`src/rtl/sram_axi_pkg.sv`:
```
// Shared AXI read-arbiter types and constants: fixed ids, tied AR fields, FSM states.
package sram_axi_pkg;

   localparam int unsigned ID_W   = 4;
   localparam int unsigned ADDR_W = 32;
   localparam int unsigned DATA_W = 32;
   localparam int unsigned SIZE_W = 3;

   localparam logic [ID_W-1:0] ID_INST = 4'd0;
   localparam logic [ID_W-1:0] ID_DATA = 4'd1;

   localparam logic [7:0] ARLEN_SINGLE = 8'd0;
   localparam logic [1:0] ARBURST_INCR = 2'd1;
   localparam logic [1:0] ARLOCK_NONE  = 2'd0;
   localparam logic [3:0] ARCACHE_NONE = 4'd0;
   localparam logic [2:0] ARPROT_NONE  = 3'd0;

   typedef enum logic {ST_IDLE, ST_SEND} arb_state_e;

   typedef struct packed {
      logic [ID_W-1:0]   id;
      logic [ADDR_W-1:0] addr;
      logic [SIZE_W-1:0] size;
   } ar_req_t;

endpackage

```
`src/rtl/sram_axi_rd_arbiter_cnt.sv`:
```
// Saturating up/down count of reads in flight for one AXI id.
module rd_outstanding_cnt #(
   parameter int unsigned MAX_OUTSTANDING = 2,
   parameter int unsigned CNT_W           = 2
) (
   input  logic clk,
   input  logic reset,
   input  logic inc,
   input  logic dec,
   output logic full_c,
   output logic empty_c
);

   localparam logic [CNT_W-1:0] MAX_VAL = CNT_W'(MAX_OUTSTANDING);

   logic [CNT_W-1:0] cnt;

   assign full_c  = (cnt >= MAX_VAL);
   assign empty_c = (cnt == '0);

   // Simultaneous inc and dec cancel; both ends saturate.
   always_ff @(posedge clk) begin
      if (reset) begin
         cnt <= '0;
      end else if (inc && !dec && !full_c) begin
         cnt <= cnt + CNT_W'(1);
      end else if (dec && !inc && !empty_c) begin
         cnt <= cnt - CNT_W'(1);
      end
   end

endmodule

```
`src/rtl/sram_axi_rd_arbiter.sv`:
```
// Arbitrates instruction/data SRAM-style reads onto one AXI AR/R pair and routes responses by rid.
// Optional ARB_ROUND_ROBIN_EN: ties alternate between ports instead of data-over-inst priority.
module sram_axi_rd_arbiter
   import sram_axi_pkg::*;
#(
   parameter int unsigned MAX_OUTSTANDING = 2,
   parameter int unsigned CNT_W           = 2
) (
   input  logic              clk,
   input  logic              reset,

   input  logic              inst_rd_req,
   input  logic [ADDR_W-1:0] inst_rd_addr,
   input  logic [1:0]        inst_rd_size,
   output logic              inst_rd_addr_ok,
   output logic              inst_rd_data_ok,
   output logic [DATA_W-1:0] inst_rd_rdata,

   input  logic              data_rd_req,
   input  logic [ADDR_W-1:0] data_rd_addr,
   input  logic [1:0]        data_rd_size,
   output logic              data_rd_addr_ok,
   output logic              data_rd_data_ok,
   output logic [DATA_W-1:0] data_rd_rdata,

   output logic [ID_W-1:0]   arid,
   output logic [ADDR_W-1:0] araddr,
   output logic [SIZE_W-1:0] arsize,
   output logic              arvalid,
   input  logic              arready,

   input  logic [ID_W-1:0]   rid,
   input  logic [DATA_W-1:0] rdata,
   input  logic [1:0]        rresp,
   input  logic              rlast,
   input  logic              rvalid,
   output logic              rready,

   output logic              rd_err
);

   arb_state_e state;
   ar_req_t    ar_q;
   ar_req_t    grant_c;
   logic       gnt_data_q;

   logic inst_full_c, inst_empty_c, data_full_c, data_empty_c;
   logic inst_elig_c, data_elig_c, pick_data_c, ar_hs_c;
   logic r_beat_c, inst_match_c, data_match_c, inst_ret_c, data_ret_c, r_err_c;

   assign arid   = ar_q.id;
   assign araddr = ar_q.addr;
   assign arsize = ar_q.size;

   // addr_ok is the AR handshake itself, steered to whichever port owns the slot.
   assign ar_hs_c         = arvalid && arready;
   assign inst_rd_addr_ok = ar_hs_c && !gnt_data_q;
   assign data_rd_addr_ok = ar_hs_c &&  gnt_data_q;

   assign inst_elig_c = inst_rd_req && !inst_full_c;
   assign data_elig_c = data_rd_req && !data_full_c;

`ifdef ARB_ROUND_ROBIN_EN
   logic last_data_q;
   // On a tie, hand the slot to whoever lost the previous tie.
   assign pick_data_c = data_elig_c && !(inst_elig_c && last_data_q);
`else
   assign pick_data_c = data_elig_c;
`endif

   always_comb begin
      grant_c = '0;
      if (pick_data_c) begin
         grant_c.id   = ID_DATA;
         grant_c.addr = data_rd_addr;
         grant_c.size = {1'b0, data_rd_size};
      end else begin
         grant_c.id   = ID_INST;
         grant_c.addr = inst_rd_addr;
         grant_c.size = {1'b0, inst_rd_size};
      end
   end

   // Responses only count when they match an outstanding read with OKAY status.
   assign r_beat_c     = rvalid && rready;
   assign inst_match_c = (rresp == 2'b00) && (rid == ID_INST) && !inst_empty_c;
   assign data_match_c = (rresp == 2'b00) && (rid == ID_DATA) && !data_empty_c;
   assign inst_ret_c   = r_beat_c && rlast && inst_match_c;
   assign data_ret_c   = r_beat_c && rlast && data_match_c;
   assign r_err_c      = r_beat_c && !inst_match_c && !data_match_c;

   rd_outstanding_cnt #(
      .MAX_OUTSTANDING (MAX_OUTSTANDING),
      .CNT_W           (CNT_W)
   ) u_inst_cnt (
      .clk     (clk),
      .reset   (reset),
      .inc     (inst_rd_addr_ok),
      .dec     (inst_ret_c),
      .full_c  (inst_full_c),
      .empty_c (inst_empty_c)
   );

   rd_outstanding_cnt #(
      .MAX_OUTSTANDING (MAX_OUTSTANDING),
      .CNT_W           (CNT_W)
   ) u_data_cnt (
      .clk     (clk),
      .reset   (reset),
      .inc     (data_rd_addr_ok),
      .dec     (data_ret_c),
      .full_c  (data_full_c),
      .empty_c (data_empty_c)
   );

   // AR issue FSM: payload is frozen from grant until handshake.
   always_ff @(posedge clk) begin
      if (reset) begin
         state      <= ST_IDLE;
         ar_q       <= '0;
         arvalid    <= 1'b0;
         gnt_data_q <= 1'b0;
`ifdef ARB_ROUND_ROBIN_EN
         last_data_q <= 1'b0;
`endif
      end else begin
         case (state)
            ST_IDLE: begin
               if (inst_elig_c || data_elig_c) begin
                  ar_q       <= grant_c;
                  arvalid    <= 1'b1;
                  gnt_data_q <= pick_data_c;
                  state      <= ST_SEND;
`ifdef ARB_ROUND_ROBIN_EN
                  if (inst_elig_c && data_elig_c) begin
                     last_data_q <= pick_data_c;
                  end
`endif
               end
            end
            ST_SEND: begin
               if (arready) begin
                  arvalid <= 1'b0;
                  state   <= ST_IDLE;
               end
            end
            default: state <= ST_IDLE;
         endcase
      end
   end

   // R side: one-cycle data_ok pulse, rdata held per port, sticky error.
   always_ff @(posedge clk) begin
      if (reset) begin
         rready          <= 1'b0;
         inst_rd_data_ok <= 1'b0;
         data_rd_data_ok <= 1'b0;
         inst_rd_rdata   <= '0;
         data_rd_rdata   <= '0;
         rd_err          <= 1'b0;
      end else begin
         rready          <= 1'b1;
         inst_rd_data_ok <= inst_ret_c;
         data_rd_data_ok <= data_ret_c;
         if (inst_ret_c) begin
            inst_rd_rdata <= rdata;
         end
         if (data_ret_c) begin
            data_rd_rdata <= rdata;
         end
         if (r_err_c) begin
            rd_err <= 1'b1;
         end
      end
   end

endmodule
```
`config.mk`:
```
export PLATFORM = sky130hd
export DESIGN_NAME = sram_axi_rd_arbiter
export DESIGN_NICKNAME = d
export VERILOG_FILES = /design/src/rtl/sram_axi_pkg.sv /design/src/rtl/sram_axi_rd_arbiter_cnt.sv /design/src/rtl/sram_axi_rd_arbiter.sv
export SDC_FILE = /design/constraint.sdc
export NUM_CORES = 1
export LEC_CHECK = 0
export CORE_ASPECT_RATIO = 1.75
export CORE_UTILIZATION = 37
export DETAILED_ROUTE_END_ITERATION = 6
export GPL_TIMING_DRIVEN = 0
export PLACE_DENSITY = 0.77
export SKIP_LAST_GASP = 1
export SLEW_MARGIN = 20
export SYNTH_ARGS = -nofsm -noshare
export SYNTH_HDL_FRONTEND = slang
export SYNTH_HIERARCHICAL = 1
export SYNTH_SLANG_ARGS = --single-unit
```
`constraint.sdc`:
```
create_clock -name clk -period 1.9 [get_ports clk]
set_clock_uncertainty 0.15 [all_clocks]
set_input_delay 0.38 -clock clk [delete_from_list [all_inputs] [get_ports clk]]
set_output_delay 0.38 -clock clk [all_outputs]
set_load 0.02 [all_outputs]
```
==> results of run 1 <==
sequential cells by signal, summed over array words and instances, names as in the netlist:
register         cells
araddr              32
data_rd_rdata       32
inst_rd_rdata       32
arsize               2
u_data_cnt/cnt       2
u_inst_cnt/cnt       2
arvalid              1
data_rd_data_ok      1
gnt_data_q           1
inst_rd_data_ok      1
rd_err               1
rready               1
state                1
repair_timing:
action                                  CTS  global route
endpoints found under the setup margin  111           104
pin swaps                                 8             6
cloned                                    1             1
setup buffers                             9             3
gates resized for setup                  40            46
cell type report:
cell class | count | area [µm²]
Buffer | 42 | 350
Clock buffer | 12 | 246
Clock inverter | 3 | 22.5
Fill cell | 1055 | 4520
Inverter | 6 | 25.0
Multi-Input combinational cell | 350 | 2190
Sequential cell | 109 | 2190
Tap cell | 165 | 206
Timing Repair Buffer | 231 | 2310
power breakdown:
part	total (W)	internal (W)	leakage, nW	switching, W
logic	0.000868	0.000463	1.83	0.000406
registers	0.00242	0.00237	0.891	0.0000516
clock network	0.00173	0.000922	0.133	0.000810
total	0.00502	0.00375	2.85	0.00127
Yosys cell counts (all sizes together):
master	count	area, µm²
clkbuf	10	37.5
or2	1	6.26
buf	26	209
a22oi	2	15.0
o22a	1	8.76
a211o	1	8.76
conb	1	3.75
a211oi	34	255
nand2b	3	18.8
nor3	2	10.0
nand2	130	488
nor2	41	154
nand4	1	6.26
nand4b	1	8.76
nor3b	2	25.0
o21a	2	15.0
nor4b	1	8.76
o21ai	6	30.0
and2	3	21.3
xnor2	2	17.5
dlygate4sd1	6	52.6
nor2b	3	33.8
nand3	2	10.0
nor4	2	42.5
a21oi	71	581
mux2i	34	340
inv	6	22.5
dfxtp	109	2180
or4	1	11.3
stage by stage:
step                power [W]  worst slack, ps  instances  utilization
floorplan             0.00283             26.8        507            -
global placement      0.00331             -901        890        0.582
CTS                   0.00506           -0.279        915        0.617
finish                0.00502             25.9        918        0.625
global route          0.00523            -21.7        918        0.625
detailed placement    0.00333            -1040        890        0.582
per-layer routing:
layer | global-route usage | vias up
met5 | 0 | -
met4 | 0.0942 | 0
met3 | 0.0894 | 31
met2 | 0.434 | 198
met1 | 0.206 | 2029
li1 | - | 2178
how the worst max path moves through the flow:
| stage | start | endpoint | slack, ps | depth (start not counted) |
|---|---|---|---|---|
| after detailed placement | rresp[1] | u_data_cnt/cnt[0]$_SDFFE_PP0P_ | -1040 | 8 |
| after CTS | arvalid$_SDFFE_PP0P_ | arvalid | -0.3 | 1 |
| after floorplan | rresp[0] | data_rd_rdata[10]$_SDFFE_PP0P_ | 30 | 5 |
| after global routing | u_data_cnt/cnt[1]$_SDFFE_PP0P_ | araddr[8]$_SDFFE_PP0P_ | -20 | 7 |
| after global placement | rresp[1] | u_data_cnt/cnt[0]$_SDFFE_PP0P_ | -900 | 8 |
| final | rresp[0] | data_rd_rdata[23]$_SDFFE_PP0P_ | 30 | 7 |
cell families after synthesis:
kind of cell,after synthesis,share of synthesized area
mux,34,0.0736
other cells,1,0.000811
compound gates,117,0.198
xor+xnor,2,0.00379
flops,109,0.472
simple gates,193,0.183
buf+inv,48,0.0696
critical path: cells and delay by family:
kind	cells	cell delay [ps]
AO/OA/AOI/OAI	1	130
buffers and inverters	3	670
AND/OR/NAND/NOR	3	820
==> flow_summary.json, run 1 <==
{
  "drive_above_1_share": 0.198,
  "path_max_fanout": 5,
  "syn_to_final_growth_pct": 63.2,
  "die_h_um": 150,
  "overflow": 0,
  "synth.avg_cell_area_um2": 9.17,
  "cp.arrival_ps": 2010,
  "wl_met1_um": 4860,
  "grt_setup_unrepaired": "yes",
  "num_vias": 4436,
  "whs_ps": 252,
  "cts_tree": "yes",
  "core_mm2": 0.0121,
  "min_period_ps": 1870,
  "cts_hold_buf": 0,
  "drt_iter0_drc": 133,
  "wire_per_inst_um": 15.6,
  "ir_drop_mv": 0.414,
  "finalHoldViolations": 0,
  "clkSinkCount": 109,
  "ys.warnings.count": 6,
  "stdcell_area_mm2": 0.00754,
  "rr_worst_depth": 8,
  "synthCells": 504,
  "yosysSeqAreaShare": 0.472,
  "crit_chain": "dlygate4sd2_1, or4_4, nor4_4, buf_6, bufbuf_16, nand2_1, a21oi_2",
  "hp-start": "rid[0]",
  "dieWidth_um": 86.5,
  "drc_errors": 0,
  "grt_start_max_net_pins": 17,
  "antenna_cells": 0,
  "ys_types": 36,
  "grtUsageTotal": 0.226,
  "wl_um": 14300,
  "htree_levels": 3,
  "final_common_cell": "clkdlybuf4s50_1",
  "endpoint_kind": "flip-flop",
  "syn_area_mm2": 0.00462,
  "r2r_slack_ps": 80,
  "layout_common_cells": "197 x clkdlybuf4s50_1, 126 x nand2_1, 105 x dfxtp_1",
  "numPortBuffers": 218,
  "cellPowerDensity_mw_per_mm2": 665,
  "grt_pass1_vias": 4649,
  "viasPerCell": 4.83,
  "final_nets": 862,
  "rr_startpoint": "u_inst_cnt/cnt[1]$_SDFFE_PP0P_",
  "finalMaxSlewViolations": 0,
  "status": "complete, no violations",
  "rows": 53,
  "required_ps": 2030,
  "crit_path_top_delay_cell": "or4_4",
  "clk_pin_slew_ps": 70,
  "ys_seq_elements": 109,
  "start_util": 0.383,
  "cts_buffers": 9,
  "antenna_found_initial": 0,
  "fin_tns_setup_ps": 0,
  "r2r_end": "u_inst_cnt/cnt[0]$_SDFFE_PP0P_",
  "highest_layer": "met4",
  "root_buffer": "clkbuf_16",
  "hold_path_end": "inst_rd_data_ok$_SDFF_PP0_",
  "relSlewSlack": 0.651,
  "worstHoldPathCells": 3,
  "gp_congestion": 0.849,
  "max_freq_mhz": 534,
  "critPathLaunchType": "input pin",
  "worst_pin_slew_ps": 523,
  "fin_crit_sh": 0.986,
  "met3_length_um": 1250,
  "cp_slowest_stage_delay_ps": 590,
  "firstDrtPassIters": 4,
  "post_dp_cell_area_mm2": 0.00703,
  "dieArea_mm2": 0.0130,
  "cts.path.max_buffers": 2,
  "worstSkewPairLatency_ps": 350,
  "wl_met2_um": 7760,
  "hp-class": "input pin to flip-flop",
  "worstSetupPathType": "input pin to flip-flop",
  "ioPinCount": 223,
  "finalSetupViolCount": 0,
  "cellLeakagePower_nw": 2.85,
  "drtAntennaViolNets": 0,
  "dp.final_hpwl_um": 11300,
  "grt_pass1_wl_um": 22400,
  "maxCapViolCount": 0
}
No activity file was read; power rests on OpenSTA's default activity.
==> run 2, diff against run 1 <==
--- a/config.mk
+++ b/config.mk
@@ -7,6 +7,7 @@
 export LEC_CHECK = 0
 export CORE_ASPECT_RATIO = 1.75
 export CORE_UTILIZATION = 37
+export CTS_BUF_LIST = sky130_fd_sc_hd__clkbuf_16
 export DETAILED_ROUTE_END_ITERATION = 6
 export GPL_TIMING_DRIVEN = 0
 export PLACE_DENSITY = 0.77
==> run 2 against run 1 <==
Compared with the run above: core utilization shrank 0.083 points; maximum frequency is essentially flat; sequential power is essentially flat; wire length is essentially flat; critical path depth is the same; global-route usage is the same; final area shrank 0.13%; hold slack is essentially flat; die area is the same; power shrank 1.0%; non-clock buffer count is the same; largest power group unchanged; highest routed layer unchanged.
==> flow_summary.json, run 2 (same netlist as run 1, synthesis figures left out) <==
{
  "status": "complete, no violations",
  "cellPowerDensity_mw_per_mm2": 659,
  "final_common_cell": "clkdlybuf4s50_1",
  "cts_buffers": 9,
  "gp_congestion": 0.849,
  "path_max_fanout": 5,
  "min_period_ps": 1870,
  "cts.path.max_buffers": 2,
  "post_dp_cell_area_mm2": 0.00703,
  "final_nets": 862,
  "viasPerCell": 4.83,
  "clk_pin_slew_ps": 70,
  "cellLeakagePower_nw": 2.86,
  "clkSinkCount": 109,
  "wl_um": 14300,
  "antenna_cells": 0,
  "grt_pass1_wl_um": 22400,
  "dieArea_mm2": 0.0130,
  "htree_levels": 3,
  "grt_setup_unrepaired": "yes",
  "relSlewSlack": 0.651,
  "setup.worst_path.start": "rresp[0]",
  "die_h_um": 150,
  "cp.arrival_ps": 2010,
  "antenna_found_initial": 0,
  "wire_per_inst_um": 15.6,
  "drtAntennaViolNets": 0,
  "worst_pin_slew_ps": 523,
  "grt_start_max_net_pins": 17,
  "dp.final_hpwl_um": 11300,
  "ir_drop_mv": 0.413,
  "worstSkewPairLatency_ps": 350,
  "rows": 53,
  "grt_pass1_vias": 4649,
  "worstSetupPathType": "input pin to flip-flop",
  "critPathLaunchType": "input pin",
  "drc_errors": 0,
  "overflow": 0,
  "max_freq_mhz": 534,
  "start_util": 0.383,
  "hp-start": "rid[0]",
  "rr_startpoint": "u_inst_cnt/cnt[1]$_SDFFE_PP0P_",
  "fin_tns_setup_ps": 0,
  "finalMaxSlewViolations": 0,
  "finalHoldViolations": 0,
  "firstDrtPassIters": 4,
  "stdcell_area_mm2": 0.00753,
  "grtUsageTotal": 0.226,
  "dieWidth_um": 86.5,
  "core_mm2": 0.0121,
  "ioPinCount": 223,
  "num_vias": 4438,
  "finalSetupViolCount": 0,
  "fin_crit_sh": 0.986,
  "layout_common_cells": "197 x clkdlybuf4s50_1, 126 x nand2_1, 105 x dfxtp_1",
  "endpoint_kind": "flip-flop",
  "drive_above_1_share": 0.197,
  "required_ps": 2030,
  "numPortBuffers": 218,
  "fill_cells": 1056,
  "drt_iter0_drc": 134,
  "root_buffer": "clkbuf_16",
  "maxCapViolCount": 0,
  "syn_to_final_growth_pct": 63.0,
  "cts_tree": "yes",
  "hp-class": "input pin to flip-flop"
}
[run 2: repair_timing]
| item | 4_1_cts | 5_1_grt |
|---|---|---|
| gates resized for setup | 40 | 46 |
| setup buffers | 9 | 3 |
| gates cloned | 1 | 1 |
| setup endpoints to repair | 111 | 104 |
| pin swaps | 8 | 6 |
| hold buffers | 0 | 0 |
[run 2: report_power, final]
group / leakage, nW / internal (W) / total (W) / switching, W
registers: 0.891 / 0.00237 / 0.00242 / 0.0000516
clock network: 0.135 / 0.000870 / 0.00168 / 0.000809
logic: 1.83 / 0.000463 / 0.000869 / 0.000406
[run 2: final timing paths]
kind                               endpoint  slack [ps]  cells after the start
max          data_rd_rdata[23]$_SDFFE_PP0P_          30                      7
min              inst_rd_data_ok$_SDFF_PP0_         250                      3
max reg2reg  u_inst_cnt/cnt[0]$_SDFFE_PP0P_          80                      8
min reg2reg  inst_rd_rdata[11]$_SDFFE_PP0P_         310                      2
[run 2: worst max-delay path, cell delays in order]
cell           delay, ps
dlygate4sd2_1        240
or4_4                590
nor4_4               170
buf_6                170
bufbuf_16            260
nand2_1               60
a21oi_2              130
[run 2: area by class of cell]
class                      instances  area (µm²)  share of cell area
timing repair buffer             231        2310               0.307
sequential                       109        2190               0.291
multi-input combinational        350        2190               0.291
buffer                            42         350              0.0465
clock buffer                       9         225              0.0299
tap                              165         206              0.0274
clock inverter                     6        33.8             0.00448
inverter                           6        25.0             0.00332
[run 2: per-stage QoR]
stage / util / hold WS, ps / total power (W) / std cells / worst slack (ps)
final: 0.624 / 252 / 0.00497 / 918 / 25.7
after global placement: 0.582 / 290 / 0.00331 / 890 / -901
after CTS: 0.616 / 310 / 0.00501 / 915 / -0.619
after detailed placement: 0.582 / 297 / 0.00333 / 890 / -1040
after floorplan: - / 299 / 0.00283 / 507 / 26.8
after global routing: 0.624 / 276 / 0.00518 / 918 / -22.7
[run 2: per-layer routing]
| metal | part of all wire | up-vias | GRT usage |
|---|---|---|---|
| met4 | 0.028 | 0 | 0.0942 |
| met5 | 0 | - | 0 |
| met2 | 0.54 | 198 | 0.434 |
| met1 | 0.34 | 2031 | 0.206 |
| li1 | - | 2178 | - |
| met3 | 0.088 | 31 | 0.0894 |
==> run 3, diff against run 2 <==
--- a/config.mk
+++ b/config.mk
@@ -12,7 +12,7 @@
 export GPL_TIMING_DRIVEN = 0
 export PLACE_DENSITY = 0.77
 export SKIP_LAST_GASP = 1
-export SLEW_MARGIN = 20
+export SLEW_MARGIN = 25
 export SYNTH_ARGS = -nofsm -noshare
 export SYNTH_HDL_FRONTEND = slang
 export SYNTH_HIERARCHICAL = 1
==> results of run 3 <==
Final layout, timing and power as in run 2 (identical DEF).
